`config.mk`:
```
export PLATFORM = sky130hd
export DESIGN_NAME = wormhole_port_arbiter
export DESIGN_NICKNAME = d
export VERILOG_FILES = /design/src/rtl/wormhole_port_arbiter.sv
export SDC_FILE = /design/constraint.sdc
export NUM_CORES = 1
export LEC_CHECK = 0
export CAP_MARGIN = 10
export CORE_MARGIN = 10
export CORE_UTILIZATION = 41
export CTS_CLUSTER_SIZE = 12
export DETAILED_ROUTE_END_ITERATION = 7
export PLACE_DENSITY_LB_ADDON = 0.15
export SLEW_MARGIN = 25
export SYNTH_ARGS = -nofsm -noshare
export SYNTH_HDL_FRONTEND = slang
export SYNTH_SLANG_ARGS = --single-unit
```
`constraint.sdc`:
```
create_clock -name clk -period 13.5 [get_ports clk]
set_clock_uncertainty 0.1 [all_clocks]
set_input_delay 2.7 -clock clk [delete_from_list [all_inputs] [get_ports clk]]
set_output_delay 2.7 -clock clk [all_outputs]
set_load 0.01 [all_outputs]
```
`src/rtl/wormhole_port_arbiter.sv`:
```
// Output-port scheduler for the 5-port wormhole router: round-robin choice among
// header flits, then the port stays locked to the winner until the packet drains.
module wormhole_port_arbiter #(
    parameter logic [2:0] HEADER_ID = 3'b001,
    parameter logic [2:0] TAIL_ID   = 3'b100,
    parameter int         LEN_W     = 12
) (
    input  logic               clk,
    input  logic               rst,
    input  logic [4:0]         req,
    input  logic [14:0]        flit_id,
    input  logic [5*LEN_W-1:0] len,
    input  logic               out_ready,
    output logic [4:0]         grant,
    output logic [4:0]         sel,
    output logic               busy,
    output logic               pkt_done
);

    typedef enum logic {IDLE = 1'b0, XFER = 1'b1} state_t;

    localparam logic [LEN_W-1:0] CNT_ONE = {{(LEN_W-1){1'b0}}, 1'b1};

    state_t           state_r, state_n;
    logic [2:0]       owner_r, owner_n;
    logic [2:0]       last_owner_r, last_n;
    logic [LEN_W-1:0] cnt_r, cnt_n;
    logic             pkt_done_r, done_n;

    logic [4:0]       eligible_s;
    logic             found_s;
    logic [2:0]       winner_s;
    logic [2:0]       cand_s;
    logic [LEN_W-1:0] winner_len_s;
    logic [2:0]       owner_flit_s;
    logic [4:0]       owner_oh_s;
    logic             owner_req_s;
    logic [4:0]       grant_s;

    function automatic logic [4:0] onehot5(input logic [2:0] idx);
        logic [4:0] oh;
        case (idx)
            3'd0:    oh = 5'b00001;
            3'd1:    oh = 5'b00010;
            3'd2:    oh = 5'b00100;
            3'd3:    oh = 5'b01000;
            3'd4:    oh = 5'b10000;
            default: oh = 5'b00000;
        endcase
        return oh;
    endfunction

    function automatic logic [2:0] next_idx(input logic [2:0] idx);
        return (idx >= 3'd4) ? 3'd0 : idx + 3'd1;
    endfunction

    // Header eligibility and round-robin winner search starting after last_owner
    always_comb begin
        eligible_s   = 5'b00000;
        found_s      = 1'b0;
        winner_s     = 3'd0;
        cand_s       = last_owner_r;
        winner_len_s = {LEN_W{1'b0}};
        for (int i = 0; i < 5; i++) begin
            eligible_s[i] = req[i] && (flit_id[3*i +: 3] == HEADER_ID);
        end
        for (int k = 0; k < 5; k++) begin
            cand_s = next_idx(cand_s);
            if (!found_s && ((eligible_s & onehot5(cand_s)) != 5'b00000)) begin
                found_s  = 1'b1;
                winner_s = cand_s;
            end else begin
                found_s  = found_s;
            end
        end
        for (int i = 0; i < 5; i++) begin
            if (winner_s == i[2:0]) begin
                winner_len_s = len[LEN_W*i +: LEN_W];
            end else begin
                winner_len_s = winner_len_s;
            end
        end
    end

    // Owner-side view: its request and the flit type currently at its FIFO head
    always_comb begin
        owner_oh_s   = onehot5(owner_r);
        owner_req_s  = |(req & owner_oh_s);
        owner_flit_s = 3'b000;
        for (int i = 0; i < 5; i++) begin
            if (owner_r == i[2:0]) begin
                owner_flit_s = flit_id[3*i +: 3];
            end else begin
                owner_flit_s = owner_flit_s;
            end
        end
    end

    // Next-state logic; grant is combinational so a flit moves in the same cycle
    always_comb begin
        state_n = state_r;
        owner_n = owner_r;
        cnt_n   = cnt_r;
        last_n  = last_owner_r;
        done_n  = 1'b0;
        grant_s = 5'b00000;
        case (state_r)
            IDLE: begin
                if (found_s) begin
                    owner_n = winner_s;
                    cnt_n   = (winner_len_s == {LEN_W{1'b0}}) ? CNT_ONE : winner_len_s;
                    state_n = XFER;
                end else begin
                    state_n = IDLE;
                end
            end
            XFER: begin
                if (owner_req_s && out_ready) begin
                    grant_s = owner_oh_s;
                    cnt_n   = cnt_r - CNT_ONE;
                    if ((cnt_r == CNT_ONE) || (owner_flit_s == TAIL_ID)) begin
                        state_n = IDLE;
                        last_n  = owner_r;
                        done_n  = 1'b1;
                    end else begin
                        state_n = XFER;
                    end
                end else begin
                    grant_s = 5'b00000;
                end
            end
            default: begin
                state_n = IDLE;
            end
        endcase
    end

    // State registers; L gets first priority after reset because last_owner starts at S
    always_ff @(posedge clk or negedge rst) begin
        if (!rst) begin
            state_r      <= IDLE;
            owner_r      <= 3'd0;
            cnt_r        <= {LEN_W{1'b0}};
            last_owner_r <= 3'd4;
            pkt_done_r   <= 1'b0;
        end else begin
            state_r      <= state_n;
            owner_r      <= owner_n;
            cnt_r        <= cnt_n;
            last_owner_r <= last_n;
            pkt_done_r   <= done_n;
        end
    end

    assign grant    = grant_s;
    assign busy     = (state_r == XFER);
    assign sel      = busy ? owner_oh_s : 5'b00000;
    assign pkt_done = pkt_done_r;

    wormhole_port_arbiter_chk u_chk (
        .clk      (clk),
        .rst      (rst),
        .grant    (grant),
        .sel      (sel),
        .busy     (busy),
        .pkt_done (pkt_done)
    );

endmodule

// Structural invariants of the arbiter outputs.
module wormhole_port_arbiter_chk (
    input logic       clk,
    input logic       rst,
    input logic [4:0] grant,
    input logic [4:0] sel,
    input logic       busy,
    input logic       pkt_done
);

    a_grant_onehot0: assert property (@(posedge clk) disable iff (!rst) $onehot0(grant));
    a_grant_in_sel:  assert property (@(posedge clk) disable iff (!rst) (grant & ~sel) == 5'b00000);
    a_sel_busy:      assert property (@(posedge clk) disable iff (!rst) (sel != 5'b00000) == busy);
    a_done_pulse:    assert property (@(posedge clk) disable iff (!rst) pkt_done |=> !pkt_done);

endmodule

```
# == After elaboration in Yosys (flattened, before gate mapping) ==
# Cells that the tools add are included.
# totals
regBits,20
out_inout_bits,12
wordCells,137
# classes
addsub,6
magnitude_cmp,5
n_eq_ne,37
n_mux,45
bitwise_logic,7
n_reduce_logical,32
# ops
cell,count
$pmux 5 s5,6
$mux 12,8
$mux 3,15
$eq 3x2->1 const B,14
$eq 3x1->1 const B,12
$and 5x5->5,6
$reduce_bool 5->1,5
$eq 3x3->1 const B,8
$pmux 12 s2,1
$logic_not 3->1,7
$add 3x1->3 const B,5
$ge 3x3->1 const B,5
$mux 5,3
$eq 12x1->1 const B,1
$logic_not 12->1,1
$sub 12x1->12 const B,1
$mux 1,11
$logic_and 1x1->1,10
$reduce_or 5->1,1
$logic_not 1->1,4
$reduce_and 2->1,2
$reduce_and 3->1,1
$ne 2x1->1 const B,1
$ne 2x2->1 const B,1
3 further kinds,3

# == Longest topological paths before layout ==
# logic_depth
ltp_word,29
ltp_mapped,22
depth_no_buf,19

# == Worst setup path before layout ==
# No wires, ideal clock.
# synth_timing
kind,input to output
startpoint,input port req[2]
endpoint,output port grant[1]
arrival_ns,3.803
required_ns,10.700
slack_ns,6.897
stages,7
path_cell_list,mux4_2 > inv_1 > o21ai_0 > and3_1 > clkbuf_1 > nand2_1 > nor3_1
# synth_via
elab_chain_cells,5
# synth_rtl
item,line,text
start: declaration,10,"input logic [4:0] req,"
$and 5x5->5,88,owner_req_s = |(req & owner_oh_s);
$reduce_or 5->1,88,
$logic_and 1x1->1,118,if (owner_req_s && out_ready) begin
$mux 5,118,
$mux 5,107,case (state_r)
end: declaration,14,"output logic [4:0] grant,"
# No other way between the ends.

# == Worst setup path after layout ==
# Ends and elaborated chain as after synthesis.

==> metrics.cfg <==
[outcome]
outcome = finished clean

[global_route]
top_usage_layer = met2
antenna_found_initial = 0
grt_max_degree = 29
met1_usage_pct = 21.49
met3_usage_pct = 5.632
globalRouteTotalUtil_pct = 17.54
grt_pass1_vias = 3033
met2_usage_pct = 29.87
overflow = 0
grt_pass1_wl_um = 15040

[critical_path]
crit_fanout = 6
critical_path_class = in -> out
critPathTopFamily = buffers and inverters
crit_cells = 8
path_buf_inv = 3
arrival_ps = 4860
path_cells = clkdlybuf4s50_1, mux4_2, inv_1, o21ai_0, and3_1, nand2_1, nor3_1, clkdlybuf4s50_1
cp_slowest_cell = clkdlybuf4s50_1
critPathLaunchType = input port
reg2reg_depth = 18
cpMostUsedCell = clkdlybuf4s50_1
slowest_delay_ps = 570
r2r_start = last_owner_r[1]
r2r-end = cnt_r[0]
crit_path_end_kind = output pin
endpoint = grant[1]
ff2ff_setup_slack_ps = 7700
critPathLaunch = req[2]
required_ps = 10700

[route]
drt-total-wl_um = 9077
drc = 0
num_vias = 3003
wl_per_cell_um = 18.08
drtAntennaViolNets = 0
drt_iter0_markers = 148
via_per_inst = 5.982
first_pass_iters = 4

[synth]
synth_top_flop_cell = dfrtp_1
ys_seq_elements = 20
yosys_warnings = 0
seq_area_frac_synth_pct = 18.99
synth_area_mm2 = 0.002643
async_flop_share_pct = 100.0
syn_nets = 434
syn_inst = 341
syn_area_per_cell_um2 = 7.749
yosys.cell_types.count = 76
synth_edf_count = 0

[min_path]
min_path_type = reg -> reg

[pwr]
peakVddDrop_uv = 180.2
leakage_nw = 1.442
p_per_area_mw_per_mm2 = 256.3

[clock_network]
cts-buffers-inserted = 3
root_buffer = clkbuf_8
clkSinkCount = 20
cts_buffer_depth = 2
clkTransAtPathRegs_ps = 80
cts_hold_buf = 0
post_cts_buffers = 0
clk_latency_ps = 260
cts_resized = 0
cts_tree = built
h-tree-depth = 1

[sta]
slew_headroom_pct = 37.38
period_share_pct = 56.74
fin_worst_hold_slack_ps = 439.2
fmax_mhz = 130.5
tns_ps = 0
rsz0062_at_grt = false
fin_crit_ps = 7660
finalHoldViolCount = 0
slew_viol_final = 0
worst_pin_slew_ps = 937.2
finalSetupViolations = 0

[job]
maxCapViolCount = 0

[cells_and_area]
fillCellCount = 608
drive_gt1_share_pct = 9.176
num-nets-final = 519
utilization_pct = 57.51
finalInstanceArea_mm2 = 0.003631
syn2layout_area_growth_pct = 37.41
fin_cells = 502
antenna_cells = 0

[die]
num_rows = 29
die_height_um = 100.3
io_pins = 95
fp.dieArea_mm2 = 0.01006
coreArea_mm2 = 0.006314
initial_core_util_pct = 41.85
die-width_um = 100.3

[place]
port_buffers = 94
dpl.hpwl_um = 7274
place.gp.congestion = 0.9286
dp_cells = 498
placedInstanceArea_mm2 = 0.003591

synth_stat cells, types with 3 or more instances:
library cell / n / area (um2)
buf_6: 3 / 33.78
a31oi_1: 3 / 18.77
or2_2: 5 / 31.28
nand4_1: 6 / 37.54
o221ai_1: 6 / 52.55
and2_1: 4 / 25.02
a211o_1: 3 / 26.28
nand2_1: 38 / 142.6
nor4_1: 4 / 25.02
dfrtp_1: 19 / 475.5
or3_1: 3 / 18.77
nand3_1: 12 / 60.06
mux2i_1: 18 / 180.2
nand2b_1: 7 / 43.79
a222oi_1: 3 / 30.03
nor3_1: 12 / 60.06
ha_1: 10 / 125.1
a22oi_1: 6 / 45.04
o31ai_1: 4 / 30.03
clkbuf_1: 8 / 30.03
inv_1: 12 / 45.04
and3_1: 3 / 18.77
o22ai_1: 4 / 25.02
o21ai_0: 22 / 110.1
a21oi_1: 17 / 85.08
mux2_2: 5 / 56.30
o32a_1: 3 / 30.03
and4bb_2: 4 / 50.05
nand3b_1: 3 / 22.52
nor2_1: 34 / 127.6
a21o_1: 4 / 30.03
how the worst min path moves through the flow:
stage                     startpoint  cells past startpoint  slack [ps]  endpoint
after floorplan             cnt_r[9]                      2         370  cnt_r[9]
after global placement      cnt_r[9]                      2         400  cnt_r[9]
after detailed placement    cnt_r[9]                      2         420  cnt_r[9]
after CTS                   cnt_r[7]                      2         440  cnt_r[7]
after global routing        cnt_r[6]                      2         470  cnt_r[6]
final                       cnt_r[9]                      2         440  cnt_r[9]
cell type report:
class	instances	area, um2	area share [%]
clock buffer	4	45.04	1.241
inverter	14	52.55	1.447
multi-input combinational	292	1992	54.86
sequential	20	501.7	13.82
tap	77	96.34	2.653
timing repair buffer	95	943.4	25.98
report_power, final:
part           switching, W  internal (W)  total [W]
sequential        0.0000352     0.0000808   0.000116
combinational      0.000456      0.000317   0.000772
clock             0.0000213     0.0000210  0.0000423
total              0.000512      0.000418   0.000931
cell usage in the layout, fill, tap and decap left out, types with 3 or more instances in the layout:
master / Yosys / routed
nor3_1: 12 / 12
o31ai_1: 4 / 4
nor4_1: 4 / 4
o32a_1: 3 / 3
a21o_1: 4 / 4
a21oi_1: 17 / 17
o22ai_1: 4 / 4
nor2_1: 34 / 34
ha_1: 10 / 10
and4bb_2: 4 / 4
a22oi_1: 6 / 6
nand3_1: 12 / 12
a31oi_1: 3 / 3
or3_1: 3 / 3
o221ai_1: 6 / 6
nand3b_1: 3 / 3
mux2i_1: 18 / 18
clkdlybuf4s50_1: 0 / 93
inv_1: 12 / 12
or2_2: 5 / 5
mux2_2: 5 / 5
a222oi_1: 3 / 3
nand4_1: 6 / 6
o21ai_0: 22 / 22
clkbuf_8: 0 / 3
nand2b_1: 7 / 7
nand2_1: 38 / 38
dfrtp_1: 19 / 19
and3_1: 3 / 3
and2_1: 4 / 4
a211o_1: 3 / 3
flip-flops by register name (all words and copies together), names as in the netlist:
name	count
busy	1
cnt_r	12
last_owner_r	3
pkt_done	1
owner_r	3
layer usage:
layer | vias to the layer above | wire [um]
li1 | 1475 | -
met1 | 1396 | 3846
met2 | 126 | 4417
met3 | 6 | 775
met4 | 0 | 37
met5 | - | 0
cells by family (layout without fill, tap and decap cells):
family	after synthesis	in the layout	synth area share, %
adders and majority gates	10	10	4.735
AOI/OAI and AO/OA	106	106	29.59
and+or+nand+nor	152	152	31.25
buffers and inverters	29	113	5.634
muxes	24	24	9.801
DFF	20	20	18.99
worst register-to-register path: cells and delay by family (launching register included):
kind,cells,cell delay (ps)
adder cells (fa/ha/maj),3,1250
AO/OA/AOI/OAI,4,1780
AND/OR/NAND/NOR,8,1630
multiplexers,1,100
buffers and inverters,2,300
flip-flops,1,560
per-stage QoR:
| step | worst slack, ps | total power [W] |
|---|---|---|
| CTS | 5854 | 0.0009312 |
| global route | 5711 | 0.001017 |
| detailed placement | 5871 | 0.0008836 |
| finish | 5840 | 0.0009305 |
| global placement | 5900 | 0.0008748 |
| floorplan | 6897 | 0.0007174 |
Note: power is estimated with default switching activity, not from simulation.
